$ cat src/rtl/backprop_train_seq.sv
// backprop_train_seq: per-sample forward/backprop/weight-write sequencer with epoch looping and handshake watchdog.
// Optional feature: define TRAIN_EARLY_STOP_EN to end a run early once an epoch's errors are all below ERR_THRESH.
module backprop_train_seq #(
    parameter int NUM_W      = 4,
    parameter int SAMPLE_W   = 4,
    parameter int EPOCH_W    = 8,
    parameter int TIMEOUT    = 255,
    parameter int ERR_W      = 23,
    parameter int ERR_THRESH = 4
) (
    input  logic                     clk_i,
    input  logic                     rst_i,
    input  logic                     start_i,
    input  logic                     zero_weight_reset_i,
    input  logic [SAMPLE_W-1:0]      n_samples_i,
    input  logic [EPOCH_W-1:0]       n_epochs_i,
    output logic                     fwd_start_o,
    input  logic                     fwd_done_i,
    input  logic [ERR_W-1:0]         err_mag_i,
    output logic                     bp_en_o,
    input  logic                     b_end_i,
    output logic                     wr_en_o,
    output logic [$clog2(NUM_W)-1:0] wr_addr_o,
    output logic [SAMPLE_W-1:0]      sample_o,
    output logic [EPOCH_W-1:0]       epoch_o,
    output logic                     busy_o,
    output logic                     done_o,
    output logic                     timeout_o,
    output logic                     converged_o
);
    localparam int AW   = $clog2(NUM_W);
    localparam int WD_W = $clog2(TIMEOUT + 1);
`ifdef TRAIN_EARLY_STOP_EN
    localparam bit EARLY = 1'b1;
`else
    localparam bit EARLY = 1'b0;
`endif

    typedef enum logic [2:0] {IDLE, FWD_REQ, FWD_WAIT, BWD, BWD_WAIT, WRITE, NEXT, DONE} state_t;

    state_t              r_state, w_state;
    logic [SAMPLE_W-1:0] r_ns, w_ns, r_sample, w_sample;
    logic [EPOCH_W-1:0]  r_ne, w_ne, r_epoch, w_epoch;
    logic [WD_W-1:0]     r_wd, w_wd;
    logic [AW-1:0]       r_widx, w_widx;
    logic                r_timeout, w_timeout, r_conv, w_conv, r_flag, w_flag;

    // State and counter registers; everything clears on async reset
    always_ff @(posedge clk_i or negedge rst_i) begin
        if (!rst_i) begin
            r_state   <= IDLE;
            r_ns      <= '0;
            r_ne      <= '0;
            r_sample  <= '0;
            r_epoch   <= '0;
            r_wd      <= '0;
            r_widx    <= '0;
            r_timeout <= 1'b0;
            r_conv    <= 1'b0;
            r_flag    <= 1'b0;
        end else begin
            r_state   <= w_state;
            r_ns      <= w_ns;
            r_ne      <= w_ne;
            r_sample  <= w_sample;
            r_epoch   <= w_epoch;
            r_wd      <= w_wd;
            r_widx    <= w_widx;
            r_timeout <= w_timeout;
            r_conv    <= w_conv;
            r_flag    <= w_flag;
        end
    end

    // Next-state and counter updates; the abort input overrides every transition but keeps sticky flags
    always_comb begin
        w_state   = r_state;
        w_ns      = r_ns;
        w_ne      = r_ne;
        w_sample  = r_sample;
        w_epoch   = r_epoch;
        w_wd      = r_wd;
        w_widx    = r_widx;
        w_timeout = r_timeout;
        w_conv    = r_conv;
        w_flag    = r_flag;
        case (r_state)
            IDLE: if (start_i) begin
                w_ns      = n_samples_i;
                w_ne      = n_epochs_i;
                w_sample  = '0;
                w_epoch   = '0;
                w_timeout = 1'b0;
                w_conv    = 1'b0;
                w_state   = (n_samples_i == '0 || n_epochs_i == '0) ? DONE : FWD_REQ;
            end
            FWD_REQ: begin
                w_wd    = '0;
                w_state = FWD_WAIT;
                if (EARLY && r_sample == '0) w_flag = 1'b1;
            end
            FWD_WAIT: if (fwd_done_i) begin
                w_state = BWD;
                if (EARLY && err_mag_i >= ERR_W'(ERR_THRESH)) w_flag = 1'b0;
            end else if (r_wd == WD_W'(TIMEOUT - 1)) begin
                w_state   = DONE;
                w_timeout = 1'b1;
            end else begin
                w_wd = r_wd + 1'b1;
            end
            BWD: begin
                w_wd    = '0;
                w_state = BWD_WAIT;
            end
            BWD_WAIT: if (b_end_i) begin
                w_state = WRITE;
            end else if (r_wd == WD_W'(TIMEOUT - 1)) begin
                w_state   = DONE;
                w_timeout = 1'b1;
            end else begin
                w_wd = r_wd + 1'b1;
            end
            WRITE: begin
                w_widx  = (r_widx == AW'(NUM_W - 1)) ? '0 : r_widx + 1'b1;
                w_state = (r_widx == AW'(NUM_W - 1)) ? NEXT : WRITE;
            end
            NEXT: if (r_sample == r_ns - 1'b1) begin
                w_sample = '0;
                if (r_epoch == r_ne - 1'b1 || r_flag) begin
                    w_state = DONE;
                    w_conv  = r_flag;
                end else begin
                    w_epoch = r_epoch + 1'b1;
                    w_state = FWD_REQ;
                end
            end else begin
                w_sample = r_sample + 1'b1;
                w_state  = FWD_REQ;
            end
            default: w_state = IDLE;
        endcase
        if (zero_weight_reset_i) begin
            w_state   = IDLE;
            w_sample  = '0;
            w_epoch   = '0;
            w_wd      = '0;
            w_widx    = '0;
            w_flag    = 1'b0;
            w_timeout = r_timeout;
            w_conv    = r_conv;
        end
    end

    assign fwd_start_o = (r_state == FWD_REQ);
    assign bp_en_o     = (r_state == BWD);
    assign wr_en_o     = (r_state == WRITE);
    assign wr_addr_o   = r_widx;
    assign sample_o    = r_sample;
    assign epoch_o     = r_epoch;
    assign busy_o      = (r_state != IDLE);
    assign done_o      = (r_state == DONE);
    assign timeout_o   = r_timeout;
    assign converged_o = r_conv;
endmodule

$ cat config.mk
export PLATFORM = sky130hd
export DESIGN_NAME = backprop_train_seq
export DESIGN_NICKNAME = d
export VERILOG_FILES = /design/src/rtl/backprop_train_seq.sv
export SDC_FILE = /design/constraint.sdc
export NUM_CORES = 1
export LEC_CHECK = 0
export CAP_MARGIN = 30
export CORE_MARGIN = 8
export CORE_UTILIZATION = 47
export CTS_BUF_LIST = sky130_fd_sc_hd__clkbuf_16
export CTS_CLUSTER_DIAMETER = 80
export DETAILED_ROUTE_END_ITERATION = 10
export PLACE_DENSITY = 0.76
export SETUP_SLACK_MARGIN = 0.15
export SYNTH_ARGS = -nofsm -noshare
export SYNTH_HDL_FRONTEND = slang
export SYNTH_SLANG_ARGS = --single-unit
$ cat constraint.sdc
create_clock -name clk_i -period 3.4 [get_ports clk_i]
set_input_delay 0.68 -clock clk_i [delete_from_list [all_inputs] [get_ports clk_i]]
set_output_delay 0.68 -clock clk_i [all_outputs]
set_load 0.005 [all_outputs]
==> reports/results.tsv, run 1 <==
stage	metric	value	unit
run_status	status	finished, final reports clean	
setup_path	Reg-to-Reg Start	r_ne[0]	
clock_network	CTS tree	done	
synthesis	Yosys cell types	44	
floorplanning	Rows	25	
timing	setup slack after layout	0.5654	ns
setup_path	Worst Path Arrival	2.99	ns
global_routing	final global-route overflow total	0	
clock_network	CTS Root Cell	clkbuf_16	
setup_path	FF-to-FF path depth	8	
detailed_routing	detailed-route wire length per cell	14.44	µm
pwr	maximum VDD drop	383.3	µV
global_routing	vias in the first global route	1912	
global_routing	largest net degree at the start of global routing	39	
setup_path	WP data required	3.55	ns
cells_and_area	fillers	434	
global_routing	first-pass GRT wire length	8714	µm
synthesis	register bit total from synthesis	38	
setup_path	Worst Setup End Kind	flop	
timing	min cycle time layout	2.835	ns
synthesis	synthesis warning total	0	
hold_path	Hold Path Class	primary input to asynchronous set/reset pin	
detailed_routing	vias post-DR	2000	
global_routing	met2 Track Usage GR	24.14	%
floorplanning	die width	86.24	µm
detailed_routing	DR iter-0 viols	59	
synthesis	sequential element share of the synthesized area	41.01	%
synthesis	post-synth net total	310	
synthesis	Post-Syn Instances	262	
clock_network	Reg clk slew, reported paths	0.05	ns
synthesis	cell taking the most area after synthesis	dfrtp_1	
pwr	PwrDens	496.6	nW/µm²
detailed_routing	DRC errors left	0	
floorplanning	number of top-level pins	62	
job	total of max-cap violations	0	
placement	HPWL after detailed placement	3784	µm
placement	# port buffers	37	
clock_network	# Post-CTS Setup Buffers	0	
cells_and_area	commonest non-fill, non-tap cells in the layout	38 x dfrtp_1, 36 x clkdlybuf4s50_1, 27 x nor2_1	
global_routing	met3 usage in global routing	4.537	%
cells_and_area	Ant. Diodes	0	
timing	total negative slack	0	ns
setup_path	reg-to-reg setup timing slack	0.57	ns
pwr	Leakage	1.190	nW
synthesis	top post-synthesis cells by area	dfrtp_1 41%, xnor2_1 5.3%, o21ai_0 5.2%	
timing	worst slew pin tran	0.8409	ns
timing	final hold violations	0	
clock_network	clock sinks	38	
timing	Finish-stage setup viols	0	
detailed_routing	DRT Pass-1 Iters	4	
global_routing	Most Used Layer, Global Route	met2	
detailed_routing	Antenna Violating Nets Remaining	0	
placement	GPL Wtd Cong	0.8092	
floorplanning	initial core utilization	48.76	%
clock_network	CTS resizes	0	
timing	fmax	352.8	MHz
setup_path	Startpoint Class	flop	
cells_and_area	commonest non-fill, non-tap cell in the layout	dfrtp_1	
floorplanning	chip height	86.24	µm
timing	clock skew	0.002884	ns
clock_network	clk_lat worst skew	0.28	ns
timing	Final Cycle Share	83.37	%
floorplanning	core box area	4755	µm²
clock_network	hold_buf cts	0	
cells_and_area	Layout Area Growth over Synthesis	23.75	%
global_routing	initial antenna violation count	0	
synthesis	Cell Area, Synth	2318	µm²
cells_and_area	share of cells above drive strength 1	7.718	%
synthesis	top cell type's share of synthesized area	41.01	%
global_routing	GRT met1 Usage	17.41	%
setup_path	crit path max fanout	10	
clock_network	Num CTS Buffers	5	
synthesis	syn_area_per_cell	8.849	µm²
clock_network	Clock Path Buffers	2	
cells_and_area	Final nets	347	
timing	RSZ-0062 raised after global routing	false	
floorplanning	Die Footprint	7436	µm²
setup_path	kind of critical path	flop to flop	
detailed_routing	vias per cell	5.479	
placement	pre-CTS WS	0.5852	ns
detailed_routing	Routed Wire Length	5271	µm
timing	Slew HR	43.94	%
timing	Slew Limit Fails	0	
clock_network	htree depth	2	
global_routing	total track usage	14.41	%
setup_path	reg-to-reg endpoint	epoch_o[4]	
[worst max path at each step]
stage                     startpoint         end  slack, ns  cells after the start
final                        r_ne[0]  epoch_o[4]       0.57                      8
after CTS                    r_ne[0]  epoch_o[4]       0.57                      8
after floorplan              r_ne[0]  epoch_o[2]       0.85                      9
after global routing         r_ne[0]  epoch_o[3]       0.39                      8
after detailed placement     r_ne[0]  epoch_o[4]       0.59                      8
after global placement       r_ne[0]  epoch_o[4]       0.61                      8
[stage by stage]
step / utilization, % / area (µm²) / cells / power (mW) / hold WS (ns)
floorplan: - / 2318 / 262 / 0.8807 / 0.3844
global placement: 57.63 / 2740 / 359 / 0.9882 / 0.4775
detailed placement: 57.63 / 2740 / 359 / 1.001 / 0.4851
CTS: 60.34 / 2869 / 365 / 1.433 / 0.5011
global route: 60.34 / 2869 / 365 / 1.505 / 0.5227
finish: 60.34 / 2869 / 365 / 1.425 / 0.5019
[registers in the layout (all words and copies together) (netlist names)]
register,count
r_ne,8
epoch_o,8
wr_addr_o,2
r_wd,8
timeout_o,1
r_state,3
r_ns,4
sample_o,4
[where the power goes]
part | switching, mW | internal (mW)
logic | 0.202 | 0.204
clock network | 0.167 | 0.261
registers | 0.0828 | 0.508
[metal layers]
layer | part of all wire (%) | vias up
li1 | - | 983
met1 | 46 | 962
met2 | 48 | 49
met3 | 5.0 | 6
met4 | 0.82 | 0
met5 | 0 | -
[cell type report]
cell class	instances	area, µm²	area share (%)
multi-input cells	204	1280	44.61
flip-flops and latches	38	950.9	33.14
repair buffers	40	387.9	13.52
clock buffers	5	125.1	4.361
well taps	67	83.83	2.922
inverters	10	37.54	1.308
clock inverters	1	3.754	0.1308
[cells by family after synthesis]
family          Yosys count  share of synthesized area [%]
compound gates           62                          16.46
xor+xnor                 23                          8.689
fa+ha+maj                 7                          3.777
buf+inv                  20                          3.778
flops                    38                          41.01
mux                       7                          3.400
other cells               1                         0.1617
simple gates            104                          22.72
[cells in the mapped netlist]
master / count
nor2b_1: 7
buf_2: 1
or3_1: 2
and3_1: 4
or4_4: 2
o22a_1: 1
xnor2_1: 14
nand3_1: 7
inv_1: 10
and4_1: 1
nand4_1: 3
a22o_1: 1
mux2_2: 7
buf_6: 1
or2_2: 2
nor3_1: 7
or2_1: 1
a211oi_1: 1
and2_1: 2
buf_4: 1
ha_1: 7
a21boi_0: 1
o31ai_1: 4
nor2_1: 27
nor3_2: 1
a31oi_1: 4
nand2_1: 22
o21ba_2: 1
o21ai_4: 1
a21oi_1: 15
o21ai_0: 24
nand2b_1: 10
o32ai_1: 1
o311ai_0: 1
xor2_1: 9
nor4_1: 6
conb_1: 1
o21bai_1: 2
a22oi_1: 1
a211o_1: 1
a311oi_1: 1
dfrtp_1: 38
a21o_1: 2
clkbuf_1: 7
[worst max-delay path, stage by stage (launching register included)]
cell and delay [ns]:
dfrtp_1 0.46, inv_1 0.09, ha_1 0.32, xnor2_1 0.14
or4_4 0.55, or4_4 0.50, o21ai_4 0.26, or2_1 0.27
o21ai_0 0.12
No activity file was read; power rests on OpenSTA's default activity.
==> run 2, diff against run 1 <==
clock period = 2.8 ns   (was 3.4 ns; I/O delays follow)
==> run 2 against run 1 <==
  * Die area is the same
  * Clock power grew 23%
  * Critical path depth grew 1
  * Highest routed layer unchanged
  * Utilization grew 0.89 points
  * Largest cell class unchanged
  * Register-to-register slack lost 0.23 ns
  * Final cell count grew 1.6%
  * Total power grew 24%
  * Worst hold slack lost 0.10 ns
  * Worst setup slack lost 0.23 ns
==> reports/results.tsv, run 2 (synthesized netlist as in run 1, its figures left out) <==
stage	metric	value	unit	change
global_routing	final global-route overflow total	0		unchanged
detailed_routing	DRC errors left	0		unchanged
cells_and_area	Ant. Diodes	0		unchanged
detailed_routing	DRT Pass-1 Iters	4		unchanged
global_routing	initial antenna violation count	0		unchanged
cells_and_area	commonest non-fill, non-tap cell in the layout	dfrtp_1		
setup_path	WP data required	2.98	ns	-0.57 ns
clock_network	clk_lat worst skew	0.28	ns	about the same
setup_path	reg-to-reg setup timing slack	0.34	ns	-0.23 ns
floorplanning	Rows	25		unchanged
clock_network	Num CTS Buffers	5		unchanged
cells_and_area	share of cells above drive strength 1	9.868	%	+2.2 points
cells_and_area	commonest non-fill, non-tap cells in the layout	37 x dfrtp_1, 36 x clkdlybuf4s50_1, 27 x nor2_1		
global_routing	first-pass GRT wire length	8694	µm	-0.23%
setup_path	kind of critical path	flop to flop		
pwr	Sw Pwr	557.3	µW	+23%
setup_path	Worst Setup End Kind	flop		
clock_network	Clock Path Buffers	2		unchanged
clock_network	CTS Root Cell	clkbuf_16		
floorplanning	die width	86.24	µm	unchanged
timing	Slew HR	42.35	%	-1.6 points
pwr	Final Power	1.763	mW	+24%
setup_path	reg-to-reg endpoint	epoch_o[6]		
global_routing	total track usage	14.29	%	-0.11 points
clock_network	clock sinks	38		unchanged
cells_and_area	Layout Area Growth over Synthesis	25.58	%	
timing	clock skew	0.003592	ns	+0.0007078 ns
setup_path	Worst Path Arrival	2.65	ns	-0.34 ns
floorplanning	Die Footprint	7436	µm²	unchanged
setup_path	Startpoint Class	flop		
pwr	Leakage	1.220	nW	+2.5%
global_routing	largest net degree at the start of global routing	39		unchanged
pwr	PwrDens	605.5	nW/µm²	+22%
floorplanning	core box area	4755	µm²	unchanged
hold_path	Hold Path Class	primary input to asynchronous set/reset pin		
pwr	switching part of the total	31.61	%	-0.095 points
job	total of max-cap violations	0		unchanged
placement	HPWL after detailed placement	3914	µm	+3.4%
pwr	Clock power frac	29.8	%	-0.2 points
timing	Finish-stage setup viols	0		unchanged
detailed_routing	detailed-route wire length per cell	14.03	µm	-2.8%
pwr	maximum VDD drop	414.1	µV	+8.0%
clock_network	htree depth	2		unchanged
detailed_routing	DR iter-0 viols	41		-31%
setup_path	crit path max fanout	9		-1
timing	Slew Limit Fails	0		unchanged
floorplanning	initial core utilization	48.76	%	unchanged
setup_path	FF-to-FF path depth	9		+1
clock_network	hold_buf cts	0		unchanged
floorplanning	number of top-level pins	62		unchanged
pwr	Internal Power	1.206	mW	+24%
timing	Final Cycle Share	87.98	%	+4.6 points
cells_and_area	final cell count without fillers	371		+1.6%
timing	final hold violations	0		unchanged
timing	total negative slack	0	ns	unchanged
clock_network	CTS tree	done		
run_status	status	finished, final reports clean		
floorplanning	chip height	86.24	µm	unchanged
detailed_routing	Antenna Violating Nets Remaining	0		unchanged
placement	# port buffers	37		unchanged
cells_and_area	Final nets	351		+1.2%
timing	min cycle time layout	2.463	ns	-0.3713 ns
placement	dpl cells	362		+0.84%
timing	worst slew pin tran	0.8647	ns	+0.02377 ns
timing	fmax	406.0	MHz	+15%
pwr	Gate power share	30.6	%	+2.1 points
timing	RSZ-0062 raised after global routing	false		
detailed_routing	vias per cell	5.472		-0.14%
pwr	register share of total power	39.7	%	-1.8 points
global_routing	vias in the first global route	1928		+0.84%
detailed_routing	vias post-DR	2030		+1.5%
placement	GPL Wtd Cong	0.8211		+1.5%
detailed_routing	Routed Wire Length	5205	µm	-1.3%
clock_network	Reg clk slew, reported paths	0.06	ns	about the same
setup_path	Reg-to-Reg Start	r_ne[1]		
==> run 2: metal layers <==
layer  up-vias  GRT usage (%)  part of all wire, %
met5         -              0                    0
met4         0          4.225                 0.90
met3         6          3.875                  5.7
met2        52          24.35                   48
met1       970          17.15                   45
li1       1002              -                    -
==> run 2: how the worst max path moves through the flow <==
stage | start | end | slack [ns] | cells after the start
floorplan | r_ne[0] | epoch_o[2] | 0.25 | 9
global placement | r_ne[1] | epoch_o[4] | 0.22 | 8
detailed placement | r_ne[1] | epoch_o[5] | 0.18 | 8
CTS | r_ne[1] | epoch_o[5] | 0.17 | 8
global route | r_ne[2] | epoch_o[2] | 0.16 | 8
finish | r_ne[1] | epoch_o[6] | 0.34 | 9
==> run 2: power by group through the flow <==
stage / Clock [mW] / Combinational (mW) / Sequential [mW]
detailed placement: 0 / 0.524 / 0.710
CTS: 0.541 / 0.527 / 0.701
global placement: 0 / 0.506 / 0.707
finish: 0.525 / 0.539 / 0.699
floorplan: 0 / 0.386 / 0.684
global route: 0.559 / 0.597 / 0.708
==> run 2: area by class of cell <==
| cell class | instances | area (µm²) |
|---|---|---|
| Clock inverter | 3 | 12.51 |
| Timing Repair Buffer | 44 | 417.9 |
| Tap cell | 67 | 83.83 |
| Multi-Input combinational cell | 204 | 1282 |
| Inverter | 10 | 37.54 |
| Clock buffer | 5 | 125.1 |
| Fill cell | 425 | 1843 |
| Sequential cell | 38 | 952.2 |
==> run 2: what timing repair did <==
item                                    in CTS  in global routing
setup buffers                                0                  1
endpoints found under the setup margin       0                  7
endpoints found under the hold margin        0                  0
resized for setup                            0                  2
==> run 2: per-stage QoR <==
stage / hold slack [ns] / cell area, µm² / utilization (%) / setup WS (ns)
after CTS: 0.4221 / 2900 / 61.00 / 0.1741
after floorplan: 0.2644 / 2318 / - / 0.2454
after global routing: 0.4874 / 2912 / 61.24 / 0.1553
final: 0.3991 / 2912 / 61.24 / 0.3367
after global placement: 0.4809 / 2763 / 58.11 / 0.2183
after detailed placement: 0.4823 / 2763 / 58.11 / 0.1833
==> run 2: critical path: stages, from the launching register on <==
cell and delay (ns):
dfrtp_2 0.40, inv_1 0.08, ha_1 0.24, xnor2_1 0.13
or4_4 0.53, or4_4 0.50, o21ai_4 0.14, buf_4 0.17
o21ai_0 0.09, o31ai_1 0.08
==> RTL edit 1 (flow settings as in run 1) <==
Register the outputs `fwd_start_o`, `bp_en_o`, `wr_en_o`, `busy_o` and `done_o`, with the module's reset; this adds one clock of latency there. The other outputs are not delayed to match.
--- a/src/rtl/backprop_train_seq.sv
+++ b/src/rtl/backprop_train_seq.sv
@@ -151,14 +151,24 @@
         end
     end
 
-    assign fwd_start_o = (r_state == FWD_REQ);
-    assign bp_en_o     = (r_state == BWD);
-    assign wr_en_o     = (r_state == WRITE);
     assign wr_addr_o   = r_widx;
     assign sample_o    = r_sample;
     assign epoch_o     = r_epoch;
-    assign busy_o      = (r_state != IDLE);
-    assign done_o      = (r_state == DONE);
+    always_ff @(posedge clk_i or negedge rst_i) begin
+        if (!rst_i) begin
+            fwd_start_o <= '0;
+            bp_en_o     <= '0;
+            wr_en_o     <= '0;
+            busy_o      <= '0;
+            done_o      <= '0;
+        end else begin
+            fwd_start_o <= (r_state == FWD_REQ);
+            bp_en_o     <= (r_state == BWD);
+            wr_en_o     <= (r_state == WRITE);
+            busy_o      <= (r_state != IDLE);
+            done_o      <= (r_state == DONE);
+        end
+    end
     assign timeout_o   = r_timeout;
     assign converged_o = r_conv;
 endmodule
Behaviour: not the same (Yosys sat finds a counterexample within 4 cycles, from zero or initial values and one cycle with rst_i low).
==> RTL edit 1 against run 1 <==
Design area grew 7.7%; sequential cell count up 5; power is 9.9% higher; clock power grew 42%; wire length up 1.9%; first-iteration DRC count rose to 3.4 times the old value; setup slack improved by 0.20 ns; area after synthesis up 5.0%.
==> RTL edit 1: results <==
[status]
status = "finished clean"

[critical_path]
rr_endpoint = "epoch_o[6]"
worstPathMaxFanout = 6
r2r_slack_ns = 0.79
cpPeakStageDelay_ns = 0.56
r2r_cells = 8
crit_start = "start_i"
r2r_start = "r_ne[2]"
cp.arrival_ns = 2.83
critPathSlowestCell = "clkdlybuf4s50_1"

[grt]
grt_pass1_wl_um = 9210
antenna_found_initial = 0
grt_pass1_vias = 1959
grt_usage = 0.149
grt_max_degree = 44

[place]
dp_hpwl_um = 3900
place_ws_ns = 0.522
gp_congestion = 0.834
place_area_mm2 = 0.00287
post-place-cells = 366

[routing]
drc_errors = 0
avgViaCountPerCell = 5.46
drtIter0Drc = 202
avgRoutedWirePerCell_um = 14.3
dr.pass1.iters = 4

[pwr]
p_comb_frac = 0.214
p_int_mw = 1.15
p_clk_uw = 605
clkPwrFrac = 0.386
leakage_nw = 1.28
worst_ir_drop_vdd_mv = 0.237

[synthesis]
muxShareOfSynthArea = 0.0319
synth-seq-area-share = 0.442
synth_cell_types = 51
avgSynthCellArea_um2 = 9.22
synth_compound_area_frac = 0.154
synth_xor_area_frac = 0.0683
synthAdderAreaFrac = 0.0360
synth_common_cells = "dfrtp_1, nand2_1, o21ai_0, nor2_1, inv_1"
syn_nets = 312
yosys-top-cells-area = "dfrtp_1, o21ai_0, nand2_1"

[clock_network]
h-tree-depth = 2
cts_buffer_depth = 2
cts_resized = 0
cts_buffers = 5

[timing]
relSlewSlack = 0.618
worst_slack_ns = 0.769
hold_slack_ns = 0.355
fin_skew_ns = 0.00153

[cells_and_area]
num_antenna_cells = 0
fin_nets = 352
stdcell_count = 375
drive_above_1_share = 0.0885
[RTL edit 1: cell types whose count changed in the layout (fill, tap and decap cells not counted), sizes merged, moves of 3 or more]
cell           run 1  this run
or3                2         8
nor3               8        12
dfrtp             38        43
nand2             22        25
inv               10        16
xnor2             14         9
nand2b            10         6
nor2              27        16
[RTL edit 1: area by class of cell]
class	count	area [µm²]
Fill cell	433	1950
Multi-Input combinational cell	197	1260
Sequential cell	43	1080
Timing Repair Buffer	41	415
Clock buffer	5	125
Tap cell	70	87.6
Clock inverter	3	63.8
Inverter	16	60.1
[RTL edit 1: routing by layer]
metal  GRT usage  up-vias  share of wire
li1            -     1023              -
met1       0.188      968           0.44
met2       0.239       51           0.48
met3      0.0347        6          0.060
met4      0.0609        0          0.013
met5           0        -              0
==> RTL edit 2 (config.mk and constraints of run 1) <==
Made on the original files. Change the parameter `NUM_W` from 4 to 8.
--- a/src/rtl/backprop_train_seq.sv
+++ b/src/rtl/backprop_train_seq.sv
@@ -1,7 +1,7 @@
 // backprop_train_seq: per-sample forward/backprop/weight-write sequencer with epoch looping and handshake watchdog.
 // Optional feature: define TRAIN_EARLY_STOP_EN to end a run early once an epoch's errors are all below ERR_THRESH.
 module backprop_train_seq #(
-    parameter int NUM_W      = 4,
+    parameter int NUM_W      = 8,
     parameter int SAMPLE_W   = 4,
     parameter int EPOCH_W    = 8,
     parameter int TIMEOUT    = 255,
Ports: changed (resized wr_addr_o); port bits go from 62 to 63. The function was not compared with the original's and may differ.
==> RTL edit 2 against run 1 <==
Final cell count is 1.1% higher; critical path type is now register to output port; design area is 4.1% higher; global-route usage is 0.76 points higher; sequential share of layout area is 0.45 points lower; worst hold slack better by 0.013 ns; sequential cell count is 1 higher; area after synthesis is 4.1% higher; critical endpoint is now wr_en_o; setup slack better by 0.30 ns; register-to-register slack better by 0.34 ns; largest cell class unchanged; power is 4.4% lower; highest routed layer unchanged; sequential power is 3% lower; wire length is 4.5% higher.
==> RTL edit 2: results <==
[status]
status = "finished clean"

[synthesis]
synth_cell_types = 51
synth_common_cells = "dfrtp_1, nor2_1, nand2_1, xor2_1, o21ai_0"
postSynthCellCount = 261
synth-seq-area-share = 0.404
yosys-top-cells-area = "dfrtp_1, xor2_1, ha_1"

[routing]
drtIter0Drc = 73
wl_met3_um = 203
vias = 2044
m1WireLength_um = 2440
wl_met2_um = 2790

[pwr]
leakage_nw = 1.31
worst_ir_drop_vdd_mv = 0.285

[place]
post-place-cells = 361
port-buffer-count = 38
gp_congestion = 0.806
dp_hpwl_um = 4050

[cells_and_area]
drive_above_1_share = 0.0836

[critical_path]
r2r_start = "r_state[1]"
worstPathMaxFanout = 17
cp.arrival_ns = 1.85

[timing]
hold_slack_ns = 0.515
relSlewSlack = 0.419

[grt]
use_met3 = 0.0366
grt_max_degree = 40
met1_usage = 0.178
grt_pass1_wl_um = 9120
==> RTL edit 2: cell count changes in the layout (fill, tap and decap cells not counted), moves of 4 or more <==
cell      delta
o21ai_0     -10
o31ai_1      +9
xnor2_1      -6
xor2_1       +6
nand2b_1     -5
nor2b_1      -5
o21ai_1      +5
a21oi_1      -4
==> RTL edit 2: kinds of logic (layout without fill, tap and decap cells) <==
family          after synthesis  after routing  synth area share
simple gates                105            105             0.244
compound gates               56             56             0.154
flops                        39             39             0.404
xor+xnor                     23             23            0.0835
buf+inv                      21             59            0.0347
fa+ha+maj                     8              8            0.0415
mux                           8              8            0.0368
other cells                   1              1           0.00155
==> RTL edit 2: worst max-delay path: stages, from the launching register on <==
cell	delay (ns)
dfrtp_1	0.54
nand3b_1	0.38
inv_1	0.14
clkdlybuf4s50_1	0.51
==> RTL edit 2: metrics by stage <==
step,util,cell area (µm²)
6_report,0.592,2990
3_5_place_dp,0.565,2850
4_1_cts,0.592,2990
3_3_place_gp,0.565,2850
2_1_floorplan,-,2410
5_1_grt,0.592,2990
==> RTL edit 2: final cells by class <==
type                       count  area, µm²
tap                           70       87.6
clock inverter                 3       11.3
clock buffer                   5        125
multi-input combinational    201       1350
sequential                    39        976
inverter                      11       41.3
timing repair buffer          40        390
fill                         455       2060
==> RTL edit 2: how the worst max path moves through the flow <==
stage / start / end / depth (start not counted)
floorplan: r_ns[0] / epoch_o[0] / 8
global placement: start_i / epoch_o[0] / 6
detailed placement: start_i / epoch_o[0] / 6
CTS: r_state[1] / wr_en_o / 3
global route: r_state[1] / epoch_o[3] / 6
finish: r_state[1] / wr_en_o / 3
==> RTL edit 2: power breakdown <==
group | leakage [nW] | switching (mW) | internal (mW)
clock network | 0.0701 | 0.178 | 0.264
registers | 0.519 | 0.0648 | 0.510
logic | 0.720 | 0.177 | 0.169
